**config.mk**
```make
export PLATFORM = sky130hd
export DESIGN_NAME = qupls_alu_dispatch_queue
export DESIGN_NICKNAME = d
export VERILOG_FILES = /design/src/rtl/qupls_alu_dispatch_queue.sv
export SDC_FILE = /design/constraint.sdc
export NUM_CORES = 1
export LEC_CHECK = 0
export BUFFER_PORTS_ARGS = -buffer_cell sky130_fd_sc_hd__buf_2
export CORE_ASPECT_RATIO = 1.25
export CORE_UTILIZATION = 25
export DETAILED_ROUTE_END_ITERATION = 6
export PLACE_DENSITY_LB_ADDON = 0.3
export SKIP_CTS_REPAIR_TIMING = 1
export SYNTH_ARGS = -nofsm -noshare
export SYNTH_HDL_FRONTEND = slang
export SYNTH_SLANG_ARGS = --single-unit
```
**constraint.sdc**
```tcl
create_clock -name clk -period 9.9 [get_ports clk]
set_clock_uncertainty 0.1 [all_clocks]
set_input_delay 1.485 -clock clk [delete_from_list [all_inputs] [get_ports clk]]
set_output_delay 1.485 -clock clk [all_outputs]
set_load 0.05 [all_outputs]
```
**src/rtl/qupls_alu_dispatch_queue.sv**
```systemverilog
// In-order dispatch queue for ALU-class instructions; non-ALU instructions are
// consumed and dropped. Circular buffer with valid/ready on both sides and flush.
module qupls_alu_dispatch_queue #(
    parameter int DEPTH = 8,
    parameter int IW    = 41,
    parameter int TW    = 6
) (
    input  logic                       clk,
    input  logic                       rst_n,
    input  logic                       flush,
    input  logic                       in_valid,
    output logic                       in_ready,
    input  logic [IW-1:0]              in_instr,
    input  logic [TW-1:0]              in_tag,
    input  logic                       in_alu,
    output logic                       out_valid,
    input  logic                       out_ready,
    output logic [IW-1:0]              out_instr,
    output logic [TW-1:0]              out_tag,
    output logic [$clog2(DEPTH):0]     count
);

    localparam int AW = $clog2(DEPTH);
    localparam int CW = AW + 1;

    logic [IW-1:0] mem_instr [DEPTH];
    logic [TW-1:0] mem_tag   [DEPTH];
    logic [AW-1:0] rd_ptr;
    logic [AW-1:0] wr_ptr;
    logic          full;
    logic          empty;
    logic          accept;
    logic          enq;
    logic          deq;

    assign full      = (count == CW'(DEPTH));
    assign empty     = (count == '0);
    assign in_ready  = ~full;
    assign out_valid = ~empty;

    assign accept = in_valid & in_ready;
    assign enq    = accept & in_alu & ~flush;
    assign deq    = out_valid & out_ready & ~flush;

    // Head is read straight from storage; forced to zero when nothing is queued.
    assign out_instr = empty ? '0 : mem_instr[rd_ptr];
    assign out_tag   = empty ? '0 : mem_tag[rd_ptr];

    always_ff @(posedge clk) begin
        if (enq) begin
            mem_instr[wr_ptr] <= in_instr;
            mem_tag[wr_ptr]   <= in_tag;
        end
    end

    always_ff @(posedge clk or negedge rst_n) begin
        if (!rst_n) begin
            rd_ptr <= '0;
            wr_ptr <= '0;
            count  <= '0;
        end else if (flush) begin
            rd_ptr <= '0;
            wr_ptr <= '0;
            count  <= '0;
        end else begin
            if (enq) wr_ptr <= wr_ptr + AW'(1);
            if (deq) rd_ptr <= rd_ptr + AW'(1);
            case ({enq, deq})
                2'b10:   count <= count + CW'(1);
                2'b01:   count <= count - CW'(1);
                default: count <= count;
            endcase
        end
    end

endmodule

```
==> results_dict.tcl <==
set metrics [dict create \
    outcome "complete, but fails checks" \
    violations "design-rule violations" \
    ff2ff_setup_slack_ns 7.01 \
    rsz0062_at_grt "no" \
    die_y_um 275 \
    hold_class "reg -> reg" \
    vdd_ir_drop_max_v 0.000149 \
    cp_top_family "flip-flops" \
    synthesis.area_um2 14900 \
    ys_seq_area_share_pct 77.7 \
    cp.arrival_ns 3.24 \
    crit_required_ns 8.32 \
    drtIter0Drc 346 \
    drtAntennaViolNets 0 \
    slew_violations 0 \
    htreeDepth 2 \
    io_pins 106 \
    grt_pass1_vias 7347 \
    initial_core_util_pct 25.4 \
    cts_tree "built" \
    routed_wl_um 33300 \
    dr.pass1.iters 6 \
    final.fill_count 5686 \
    crit_buf_inv 2 \
    clk_pin_slew_worst_paths_ns 0.06 \
    grt_overflow_total 0 \
    fp.dieW_um 220 \
    tightest_slew_ns 1.01 \
    synth_top_area_cell "edfxtp_1" \
    drive_gt1_share_pct 34.1 \
    viasPerCell 4.32 \
    grt_pass1_wl_um 48800 \
    p_leak_nw 5.51 \
    clock.fmax_mhz 207 \
    slew-limit-headroom_pct 32.5 \
    max_stage_delay_ns 1.02 \
    combPwrFrac_pct 28.9 \
    num_rows 99 \
    startpoint_type "register" \
    cp_cell_sequence "buf_4, mux4_2, mux2i_1, nor2_1, buf_2" \
    drc 5 \
    synth_warnings 0 \
    routedWlPerCell_um 21.0 \
    power_density_nw_per_um2 269 \
    finalSetupViolCount 0 \
    p_sw_w 0.00165 \
    core_um2 58600 \
    intPower_w 0.00310 \
    numCtsBuffers 42 \
    switching_share_pct 34.7 \
    portBuffers 105 \
    hold_slack_ns 0.501 \
    area_growth_pct 18.9 \
    clock_latency_ns 0.55 \
    cts.sinks 386 \
    seq_power_share_pct 39.4 \
    yosysUniqueCellTypes 34 \
    grt_max_degree 57 \
    synth_top_area_share_pct 76.0 \
    cp_max_fo 56 \
    regArea_um2 11600 \
    netlist_top_cells_area "edfxtp_1 76%, mux4_2 14%, mux2i_1 3.2%" \
    syn-num-nets 728 \
    track_usage_pct 11.1 \
    postSynthCellCount 671 \
    fin_crit_ns 4.83 \
    multi_input_area_um2 3210 \
    cts_buffer_depth 3 \
    end_kind "primary output" \
    crit_slowest_cell "dfrtp_4" \
    ys_ff_latch 386 \
    hold_violations 0 \
    nNetsFinal 854 \
    clockRootBuffer "clkbuf_16" \
    fin_setup_tns_ns 0 \
    die_area_um2 60400 \
    clock_power_share_pct 31.6 \
    crit_type "reg -> out" \
    n_antenna_cell 0 \
    dp_hpwl_um 16800 \
    antenna_found_initial 7 \
    gp_congestion 0.649 \
    fin_crit_sh_pct 48.8 \
    vias 6853 \
    syn_area_per_cell_um2 22.1 \
    drv_cap 0 \
]
registers in the layout, summed over array words and instances (netlist names):
register,cells
rd_ptr,3
wr_ptr,3
mem_tag,48
mem_instr,328
count,4
Yosys cell counts:
| cell type | number |
|---|---|
| a32o_1 | 1 |
| inv_1 | 3 |
| buf_2 | 7 |
| o41a_1 | 1 |
| nand3_1 | 3 |
| xnor2_1 | 2 |
| o21a_1 | 1 |
| or3_1 | 2 |
| nor4_1 | 1 |
| a41oi_1 | 1 |
| nand2_1 | 4 |
| o21ai_1 | 1 |
| ha_1 | 4 |
| a21bo_1 | 1 |
| a21o_1 | 1 |
| dfrtp_1 | 10 |
| mux2i_1 | 48 |
| nand4_1 | 1 |
| edfxtp_1 | 376 |
| a21oi_1 | 4 |
| nor2_1 | 60 |
| xor2_1 | 4 |
| nor2b_1 | 2 |
| nor4b_1 | 1 |
| buf_6 | 1 |
| clkbuf_1 | 25 |
| mux2_1 | 1 |
| a31oi_1 | 1 |
| mux4_2 | 94 |
| nand3b_1 | 1 |
| o32ai_2 | 1 |
| nor3_1 | 2 |
| nand2b_1 | 3 |
| buf_1 | 3 |
logic make-up after synthesis:
kind of cell / share of synthesized area [%]
simple gates: 2.27
xor+xnor: 0.354
compound gates: 0.691
flops: 77.7
mux: 17.6
buf+inv: 1.09
fa+ha+maj: 0.337
per-layer routing:
layer	GRT usage (%)	routed length (um)	vias to the layer above
met5	0	76	-
met4	3.39	722	12
met3	2.39	1460	60
met2	18.8	16500	129
met1	14.3	14500	3627
li1	-	-	3025
worst reg2reg max path, delay by kind of cell (launching register included):
| kind | cells | cell delay, ns |
|---|---|---|
| buffers and inverters | 2 | 0.86 |
| flip-flops | 1 | 0.52 |
| AND/OR/NAND/NOR | 4 | 0.99 |
power groups by stage:
stage | Combinational (W) | Sequential (W) | Clock, W
2_1_floorplan | 0.00104 | 0.00190 | 0
5_1_grt | 0.00147 | 0.00188 | 0.00160
4_1_cts | 0.00141 | 0.00187 | 0.00155
6_report | 0.00137 | 0.00187 | 0.00150
3_3_place_gp | 0.00141 | 0.00191 | 0
3_5_place_dp | 0.00141 | 0.00191 | 0
stage by stage:
stage               area [um^2]  utilization [%]  cells  total power (W)  setup slack [ns]
global placement          16300             27.9   1510          0.00332              5.48
floorplan                 14900                -    671          0.00294              4.06
CTS                       17700             30.1   1587          0.00484              4.92
global route              17700             30.1   1587          0.00495              4.84
finish                    17700             30.1   1587          0.00475              5.07
detailed placement        16300             27.9   1510          0.00332              5.53
path summary, 6_finish.rpt:
| check | startpoint | end | cells past startpoint |
|---|---|---|---|
| setup / recovery | rd_ptr[1] | out_instr[9] | 5 |
| hold / removal | wr_ptr[0] | wr_ptr[0] | 2 |
| setup reg to reg | count[0] | mem_instr[0][37] | 6 |
| hold reg to reg | wr_ptr[0] | wr_ptr[0] | 2 |
| max in group asynchronous | rst_n | rd_ptr[1] | 1 |
| min in group asynchronous | rst_n | wr_ptr[2] | 1 |
layout by cell type (no fill, tap or decap), drive strengths merged, types with 2 or more instances in the layout:
cell type	synthesis	layout
bufinv	0	3
nor3	2	2
dfrtp	10	10
nand2b	3	3
clkbuf	25	55
mux4	94	94
or3	2	2
clkinvlp	0	2
a21oi	4	4
mux2i	48	48
xor2	4	4
xnor2	2	2
edfxtp	376	376
buf	11	118
nand2	4	4
nor2	60	60
nand3	3	3
clkinv	0	13
inv	3	7
ha	4	4
nor2b	2	2
layout make-up:
class,count,area share (%)
clock buffers,55,6.23
repair buffers,118,3.53
clock inverters,22,1.20
multi-input cells,246,18.2
flip-flops and latches,386,65.4
well taps,757,5.36
inverters,3,0.0638
Note: power is estimated with default switching activity, not from simulation.
